## config.mk

```make
export PLATFORM = sky130hd
export DESIGN_NAME = seq_det_ctrl
export DESIGN_NICKNAME = d
export VERILOG_FILES = /design/src/rtl/seq_det_pkg.sv /design/src/rtl/seq_match_core.sv /design/src/rtl/seq_det_ctrl.sv
export SDC_FILE = /design/constraint.sdc
export NUM_CORES = 1
export LEC_CHECK = 0
export ABC_AREA = 1
export BUFFER_PORTS_ARGS = -buffer_cell sky130_fd_sc_hd__buf_2
export CORE_UTILIZATION = 38
export CTS_CLUSTER_DIAMETER = 60
export DETAILED_ROUTE_END_ITERATION = 12
export GPL_ROUTABILITY_DRIVEN = 0
export PLACE_DENSITY = 0.59
export SLEW_MARGIN = 20
export SYNTH_ARGS = -nofsm -noshare
export SYNTH_HDL_FRONTEND = slang
export SYNTH_SLANG_ARGS = --single-unit
```

## constraint.sdc

```tcl
create_clock -name clk -period 1.8 [get_ports clk]
set_clock_uncertainty 0.1 [all_clocks]
set_input_delay 0.36 -clock clk [delete_from_list [all_inputs] [get_ports clk]]
set_output_delay 0.36 -clock clk [all_outputs]
set_load 0.03 [all_outputs]
```

## src/rtl/seq_det_pkg.sv

```systemverilog
// Shared definitions for the serial sequence detector: state encodings,
// datapath widths, the pattern-length field type and the length mask helper.
package seq_det_pkg;

  localparam int PAT_W = 8;
  localparam int CNT_W = 8;

  typedef logic [2:0] len_t;

  typedef enum logic [1:0] {
    IDLE = 2'b00,
    RUN  = 2'b01,
    DONE = 2'b10
  } state_t;

  // Ones in the low (len+1) bit positions, selecting the active pattern bits.
  function automatic logic [PAT_W-1:0] len_mask(input len_t len);
    return {PAT_W{1'b1}} >> (3'd7 - len);
  endfunction

endpackage

```

## src/rtl/seq_match_core.sv

```systemverilog
// Pattern-matching datapath: a 7-bit history of past serial bits, a count of
// how many of those bits are valid for the current run, and the masked
// comparator that raises the Mealy match flag from history plus the live bit.
module seq_match_core
  import seq_det_pkg::*;
(
  input  logic             clk,
  input  logic             rst,
  input  logic             en,
  input  logic             clr,
  input  logic             ovl,
  input  len_t             len,
  input  logic [PAT_W-1:0] pat,
  input  logic             d,
  output logic             z
);

  logic [6:0]       hist_q;
  logic [6:0]       hist_d;
  logic [2:0]       vcnt_q;
  logic [2:0]       vcnt_d;
  logic [PAT_W-1:0] window;

  assign window = {hist_q, d};
  assign z      = en && (vcnt_q >= len) && (((window ^ pat) & len_mask(len)) == '0);

  // Next history/valid-count: shift while enabled; a non-overlapping match discards all valid bits.
  always_comb begin
    hist_d = hist_q;
    vcnt_d = vcnt_q;
    if (clr) begin
      hist_d = '0;
      vcnt_d = '0;
    end else if (en) begin
      hist_d = window[6:0];
      if (z && !ovl) begin
        vcnt_d = '0;
      end else if (vcnt_q != 3'd7) begin
        vcnt_d = vcnt_q + 3'd1;
      end
    end
  end

  // History and valid-count registers, updated on the falling edge with synchronous active-low reset.
  always_ff @(negedge clk) begin
    if (!rst) begin
      hist_q <= '0;
      vcnt_q <= '0;
    end else begin
      hist_q <= hist_d;
      vcnt_q <= vcnt_d;
    end
  end

endmodule

```

## src/rtl/seq_det_ctrl.sv

```systemverilog
// Run controller for the sequence detector: holds the shadow configuration,
// sequences IDLE/RUN/DONE, counts matches and stops a run at the match limit.
module seq_det_ctrl
  import seq_det_pkg::*;
(
  input  logic             clk,
  input  logic             rst,
  input  logic             d,
  input  logic             cfg_we,
  input  logic [PAT_W-1:0] cfg_pat,
  input  len_t             cfg_len,
  input  logic             cfg_ovl,
  input  logic [CNT_W-1:0] cfg_limit,
  input  logic             start,
  input  logic             stop,
  output logic             z,
  output logic             busy,
  output logic             done,
  output logic [CNT_W-1:0] match_cnt
);

  state_t           state_q;
  state_t           state_d;
  logic [PAT_W-1:0] pat_q;
  len_t             len_q;
  logic             ovl_q;
  logic [CNT_W-1:0] limit_q;
  logic [CNT_W-1:0] match_cnt_q;
  logic [CNT_W-1:0] match_cnt_d;
  logic [CNT_W-1:0] cnt_inc;
  logic             limit_hit;
  logic             core_en;
  logic             core_clr;
  logic             cfg_load;

  assign cnt_inc   = (match_cnt_q == {CNT_W{1'b1}}) ? match_cnt_q : match_cnt_q + 8'd1;
  assign limit_hit = z && (limit_q != '0) && (cnt_inc == limit_q);
  assign match_cnt = match_cnt_q;

  seq_match_core u_core (
    .clk (clk),
    .rst (rst),
    .en  (core_en),
    .clr (core_clr),
    .ovl (ovl_q),
    .len (len_q),
    .pat (pat_q),
    .d   (d),
    .z   (z)
  );

  // State register; the unused encoding falls back to IDLE through the next-state logic.
  always_ff @(negedge clk) begin
    if (!rst) begin
      state_q <= IDLE;
    end else begin
      state_q <= state_d;
    end
  end

  // Next-state decode: stop always wins over start and over reaching the limit.
  always_comb begin
    state_d = state_q;
    case (state_q)
      IDLE: if (start && !stop) state_d = RUN;
      RUN: begin
        if (stop) state_d = IDLE;
        else if (limit_hit) state_d = DONE;
      end
      DONE: begin
        if (stop) state_d = IDLE;
        else if (start) state_d = RUN;
      end
      default: state_d = IDLE;
    endcase
  end

  // State-decoded outputs and datapath controls.
  always_comb begin
    busy     = (state_q == RUN);
    done     = (state_q == DONE);
    core_en  = (state_q == RUN);
    core_clr = ((state_q == IDLE) || (state_q == DONE)) && start && !stop;
    cfg_load = (state_q == IDLE) && cfg_we;
  end

  // Shadow configuration, writable only while idle.
  always_ff @(negedge clk) begin
    if (!rst) begin
      pat_q   <= '0;
      len_q   <= '0;
      ovl_q   <= 1'b0;
      limit_q <= '0;
    end else if (cfg_load) begin
      pat_q   <= cfg_pat;
      len_q   <= cfg_len;
      ovl_q   <= cfg_ovl;
      limit_q <= cfg_limit;
    end
  end

  // Match counter next value: cleared when a run starts, saturating increment on each match.
  always_comb begin
    match_cnt_d = match_cnt_q;
    if (core_clr) begin
      match_cnt_d = '0;
    end else if (z) begin
      match_cnt_d = cnt_inc;
    end
  end

  // Match counter register.
  always_ff @(negedge clk) begin
    if (!rst) begin
      match_cnt_q <= '0;
    end else begin
      match_cnt_q <= match_cnt_d;
    end
  end

endmodule

```

## Yosys cells after proc, flatten, opt, wreduce, memory -nomap -nowiden

Index checks and enable logic that the tools add are counted.

| storage, ports and cells | value |
|---|---|
| bits in registers | 40 |
| word-level logic and storage cells | 52 |

| operators by class | value |
|---|---|
| $add $sub $neg | 3 |
| $lt $le $gt $ge | 1 |
| eq/ne operators | 8 |
| shifts and indexed selects | 1 |
| multiplexer cells | 9 |
| bitwise logic cells | 3 |
| reduce and logical (&&, ||, !) cells | 19 |

Operator list:

| operator | number |
|---|---|
| $mux W2 | 5 |
| $logic_and A1 B1 Y1 | 9 |
| $ne A3 B3 Y1 const B | 3 |
| $add A8 B1 Y8 const B | 1 |
| $and A8 B8 Y8 | 1 |
| $eq A8 B8 Y1 | 1 |
| $eq A8 B8 Y1 const B | 1 |
| $logic_not A8 Y1 | 1 |
| $mux W8 | 1 |
| $reduce_bool A8 Y1 | 1 |
| $shr A8 B3 Y8 const A | 1 |
| $xor A8 B8 Y8 | 1 |
| $mux W3 | 2 |
| $pmux W2 S3 | 1 |
| $add A3 B1 Y3 const B | 1 |
| $ge A3 B3 Y1 | 1 |
| $reduce_and A3 Y1 | 1 |
| $sub A3 B3 Y3 const A | 1 |
| $eq A2 B1 Y1 const B | 1 |
| $eq A2 B2 Y1 const B | 1 |
| $logic_not A1 Y1 | 2 |
| $logic_not A2 Y1 | 1 |
| $ne A2 B2 Y1 const B | 1 |
| $reduce_and A2 Y1 | 1 |
| other kinds (4) | 4 |

## Logic depth before layout (Yosys ltp)

Gate-level depths: netlist (run 1).

| depth | value |
|---|---|
| depth after elaboration | 10 |
| depth in mapped cells | 15 |

## Cells and area by module

Synthesis (run 1) repeated with hierarchy kept, for this count alone.

| second synthesis, totals | value |
|---|---|
| cells, all modules | 348 |
| area total of the unflattened synthesis | 2306.0 um^2 |

By module, submodules not included:

| module | instances | cells an instance | area an instance (um^2) | seq. area each (um^2) |
|---|---|---|---|---|
| seq_det_ctrl | 1 | 234 | 1546.5 | 600.6 |
| seq_match_core | 1 | 114 | 759.5 | 200.2 |

==> reports/qor.csv, run 1 <==
stage;metric;value;unit
run_status;status;complete, but fails checks;
run_status;violations;negative setup slack;
worst_setup_path;crit_top_cell;nand2_1;
drt;avgViaCountPerCell;4.63;
hold_path;min_path_type;reg -> reg;
worst_setup_path;crit_buf_inv;2;
logic_synthesis;ys_warn_count;0;
die;ioPinCount;37;
sta;hold_viol_final;0;
drt;drc;0;
drt;ant_nets;0;
grt;grt_usage;19.7;%
run;drv_cap;0;
worst_setup_path;path_max_fanout;3;
logic_synthesis;synthSimpleGateAreaFrac;31.7;%
clock_network;clock-root-buffer;clkbuf_8;
die;die_area;5940;um2
layout;fin_area;3240;um2
logic_synthesis;synth_top_family_by_area;simple AND/OR/NAND/NOR gates;
power_and_ir_drop;p_per_area;790;nW/um2
clock_network;holdBufCountCts;0;
logic_synthesis;synth_cells;322;
clock_network;clock-sinks;40;
placed_design;portBuffers;36;
placed_design;preCtsSetupSlack;-1020;ps
placed_design;dpl.cell_count;464;
power_and_ir_drop;power.leakage;0.00168;uW
grt;antenna_found_initial;0;
logic_synthesis;ys_types;29;
logic_synthesis;synth-compound-area-share;17.0;%
clock_network;clock_path_buffers;2;
sta;timing.setup.tns;-13900;ps
worst_setup_path;crit_slowest_cell;dfxtp_2;
logic_synthesis;yosysMostFrequentCell;nand2_1;
logic_synthesis;synthFlopType;dfxtp_1;
clock_network;clkTransAtPathRegs;40;ps
sta;rsz0062_at_grt;yes;
drt;drt_iter0_drc;79;
drt;vias;2399;
worst_setup_path;cp.required;1340;ps
grt;grt_pass1_vias;2314;
worst_setup_path;cpLargestDelayFamily;flip-flops;
clock_network;numCtsBuffers;5;
clock_network;cts_tree;yes;
worst_setup_path;slowest_delay;340;ps
sta;setup_ws;-1160;ps
worst_setup_path;crit_path_cell_trace;inv_4 -> ha_4 -> nand2_1 -> o211ai_1 -> nand2_1 -> nor2_4 -> buf_6;
sta;slew_headroom;75.5;%
die;rows;26;
logic_synthesis;yosys-top-cells-area;dfxtp_1 37%, nand2_1 16%, o21ai_0 8.2%;
placed_design;place_area;2800;um2
logic_synthesis;synth_edf_count;0;
logic_synthesis;synth_area;2140;um2
drt;wl_per_cell;10.8;um
logic_synthesis;synthAdderAreaFrac;3.51;%
grt;grt_max_degree;23;
die;fp.dieW;77.1;um
logic_synthesis;synthTopCellsByCount;89 x nand2_1, 40 x dfxtp_1, 36 x inv_1, 36 x nor2_1, 35 x o21ai_0;
drt;drt_wl_total;5580;um
sta;worstMarginPinSlew;364;ps
placed_design;place_hpwl;4050;um
logic_synthesis;synth_top_area_share;37.4;%
sta;finalSetupViolCount;24;
die;fp.coreArea;5270;um2
logic_synthesis;async_reset_ff_share;0;%
layout;areaGrowthSynthToFinish;51.5;%
sta;slew_viol_final;0;
logic_synthesis;muxShareOfSynthArea;0;%
clock_network;clock_latency;370;ps
die;die_y;77.1;um
worst_setup_path;crit_arrival;2500;ps
layout;nNetsFinal;479;
logic_synthesis;synth.largest_area_cell;dfxtp_1;
worst_setup_path;path_class;reg -> out;
logic_synthesis;syn_nets;354;
power_and_ir_drop;vdd_drop_max;0.000490;V
layout;antenna_cells;0;
layout;drive_above_1_share;30.6;%
logic_synthesis;seq_area_frac_synth;37.4;%
layout;finalCoreUtilization;61.5;%
worst_setup_path;crit_path_end_kind;output port;
worst_setup_path;startpoint_type;flop;
layout;finalNonFillerCells;518;
drt;firstDrtPassIters;4;
die;start_util;40.6;%
logic_synthesis;synth_xor_area_share;1.64;%
logic_synthesis;avgSynthCellArea;6.65;um2
clock_network;htreeDepth;2;
grt;grt_pass1_wl;9340;um
grt;grt.overflow.total;0;
logic_synthesis;ys_ff_latch;40;
-- tightest hold or removal path, stage by stage, from the launching register on --
cell,delay [ps]
dfxtp_1,310
nand2_1,60
a21oi_1,50
-- layout make-up --
cell class	count	area, um2
fillers	517	2030
repair buffers	87	678
well taps	70	87.6
inverters	38	165
multi-input cells	235	1230
clock buffers	5	68.8
clock inverters	43	190
flip-flops and latches	40	818
-- stage by stage --
stage          hold slack, ps  power (uW)
4_1_cts                   369        2590
5_1_grt                   408        2770
3_5_place_dp              364        1590
6_report                  382        2560
2_1_floorplan             343        1420
3_3_place_gp              363        1580
-- cell usage in the layout, fill, tap and decap left out, drive strengths merged --
cell	n
nand3	16
nor4	2
bufinv	1
clkbuf	6
o211ai	1
nand3b	3
ha	6
clkinv	1
inv	79
a31oi	3
o21ai	36
and3	1
nor2	39
or2	1
nand2	94
nand4	2
buf	86
dfxtp	40
a21oi	27
xnor2	2
xor2	2
-- repair_timing --
action | CTS | global route
endpoints found under the hold margin | 0 | 0
resized for setup | 28 | 13
setup buffers | 5 | 4
pin swaps | 2 | 4
gates cloned | 0 | 0
endpoints found under the setup margin | 24 | 24
-- worst paths after layout --
kind / start / end / slack [ps] / cells past startpoint
worst min-delay path: u_core.hist_q[6] / u_core.hist_q[6] / 380 / 2
worst min register to register: u_core.hist_q[6] / u_core.hist_q[6] / 380 / 2
worst max-delay path: len_q[2] / z / -1160 / 7
worst max register to register: len_q[2] / u_core.vcnt_q[0] / -230 / 12
-- metal layers --
metal / vias to the layer above / track usage (%) / wire, um
met1: 1046 / 24.2 / 2790
met2: 58 / 29.7 / 2410
li1: 1287 / - / -
met3: 8 / 7.38 / 282
met4: 0 / 10.8 / 96
met5: - / 0 / 0
-- logic make-up after synthesis --
kind of cell | count (synthesis)
DFF | 40
and+or+nand+nor | 158
adders and majority gates | 6
buffers and inverters | 47
xor gates and xnor gates | 4
AOI/OAI and AO/OA | 67
-- sequential cells by signal, summed over array words and instances (netlist names) --
name           count
match_cnt          8
u_core.hist_q      7
state_q            2
len_q              3
ovl_q              1
pat_q              8
u_core.vcnt_q      3
limit_q            8
-- where the power goes --
| group | switching [uW] | internal [uW] |
|---|---|---|
| Clock | 552 | 526 |
| Sequential | 43.4 | 951 |
| Combinational | 258 | 231 |
Note: power is estimated with default switching activity, not from simulation.
==> run 2: changes to the inputs <==
==> constraint.sdc (replaced) <==
create_clock -name clk -period 1.8 [get_ports clk]
set_clock_uncertainty 0.1 [all_clocks]
set_input_delay 0.27 -clock clk [delete_from_list [all_inputs] [get_ports clk]]
set_output_delay 0.27 -clock clk [all_outputs]
set_load 0.03 [all_outputs]
==> reports/qor.csv, run 2 (synthesized netlist as in run 1, its figures left out) <==
stage;metric;value;unit
sta;slew_viol_final;0;
sta;worstMarginPinSlew;319;ps
layout;fin_area;3280;um2
drt;drc;0;
worst_setup_path;path_max_fanout;3;
clock_network;htreeDepth;2;
layout;layout_commonest_cell;nand2_1;
drt;drt_wl_total;5850;um
power_and_ir_drop;switching_share;35.1;%
clock_network;clock-sinks;40;
worst_setup_path;crit_arrival;2510;ps
die;start_util;40.6;%
sta;finalSetupViolCount;24;
drt;ant_nets;0;
die;fp.dieW;77.1;um
sta;rsz0062_at_grt;yes;
clock_network;numCtsBuffers;5;
die;fp.coreArea;5270;um2
power_and_ir_drop;power.leakage;0.00171;uW
placed_design;dpl.cell_count;469;
layout;nNetsFinal;489;
placed_design;place_hpwl;4090;um
layout;finalNonFillerCells;528;
power_and_ir_drop;clock_power_share;38.5;%
layout;fill_cells;509;
drt;firstDrtPassIters;4;
power_and_ir_drop;seqPwrFrac;41.1;%
worst_setup_path;reg2reg_slack;-240;ps
grt;grt_usage;21.4;%
worst_setup_path;crit_path_end_kind;output port;
clock_network;holdBufCountCts;0;
power_and_ir_drop;vdd_drop_max;0.000393;V
run_status;status;complete, but fails checks;
worst_setup_path;startpoint_type;flop;
layout;areaGrowthSynthToFinish;53.0;%
die;die_y;77.1;um
clock_network;cts_tree;yes;
placed_design;place_area;2820;um2
worst_setup_path;r2r-start;len_q[1];
layout;antenna_cells;0;
layout;finalCoreUtilization;62.2;%
grt;grt.overflow.total;0;
drt;wl_per_cell;11.1;um
drt;vias;2428;
hold_path;min_path_type;reg -> reg;
sta;setup_ws;-1080;ps
placed_design;portBuffers;36;
sta;whs;376;ps
run_status;violations;negative setup slack;
grt;grt_max_degree;23;
run;drv_cap;0;
drt;drt_iter0_drc;131;
sta;slew_headroom;78.7;%
grt;antenna_found_initial;0;
power_and_ir_drop;power_switching;850;uW
die;rows;26;
hold_path;hp-start;u_core.hist_q[6];
layout;final_cell_mix;84 x nand2_1, 73 x inv_1, 57 x buf_4;
clock_network;clock_path_buffers;2;
sta;hold_viol_final;0;
power_and_ir_drop;p_comb_share;20.3;%
power_and_ir_drop;p_per_area;739;nW/um2
layout;drive_above_1_share;31.7;%
clock_network;clock-root-buffer;clkbuf_8;
power_and_ir_drop;power.internal;1570;uW
sta;timing.setup.tns;-11270;ps
grt;grt_pass1_vias;2297;
grt;grt_pass1_wl;10100;um
worst_setup_path;cp.required;1430;ps
clock_network;clkTransAtPathRegs;30;ps
worst_setup_path;crit_start;len_q[1];
worst_setup_path;path_class;reg -> out;
drt;avgViaCountPerCell;4.60;
clock_network;clock_latency;360;ps
die;ioPinCount;37;
die;die_area;5940;um2
==> run 2: critical path: stages (launching register included) <==
cell and delay (ps):
dfxtp_2 330, inv_2 50, ha_4 260, nand2_2 40, o211ai_1 170, nand2_1 120
nor2_4 130, buf_6 150
==> run 2: metal layers <==
metal | vias up | GRT usage [%] | wire [um]
met5 | - | 0 | 0
met4 | 0 | 10.4 | 73
met3 | 8 | 7.26 | 290
met2 | 58 | 31.4 | 2530
met1 | 1058 | 27.9 | 2950
li1 | 1304 | - | -
==> run 2: area by class of cell <==
| type | count | area [um2] | area share (%) |
|---|---|---|---|
| clock buffers | 5 | 68.8 | 2.10 |
| multi-input cells | 235 | 1220 | 37.2 |
| repair buffers | 97 | 749 | 22.9 |
| flip-flops and latches | 40 | 820 | 25.0 |
| well taps | 70 | 87.6 | 2.67 |
| inverters | 38 | 165 | 5.04 |
| clock inverters | 43 | 168 | 5.12 |
==> run 2: repair_timing <==
item	in CTS	in global routing
resized for setup	35	9
endpoints found under the setup margin	24	24
pin swaps	6	2
setup buffers	7	5
==> run 2: through the flow <==
step           worst slack [ps]  total power [uW]
3_5_place_dp               -940              1590
5_1_grt                   -1160              2630
2_1_floorplan              -718              1410
4_1_cts                   -1110              2460
6_report                  -1080              2420
3_3_place_gp               -904              1580
==> run 2: path summary, 6_finish.rpt <==
kind,end,cells past startpoint
max,z,7
min,u_core.hist_q[6],2
max reg2reg,u_core.vcnt_q[1],13
min reg2reg,u_core.hist_q[6],2
==> run 2: power by group through the flow <==
stage	Combinational, uW	Clock [uW]	Sequential, uW
floorplan	254	139	1010
global placement	436	139	1000
detailed placement	440	139	1010
CTS	482	981	995
global route	551	1080	1000
finish	492	933	996
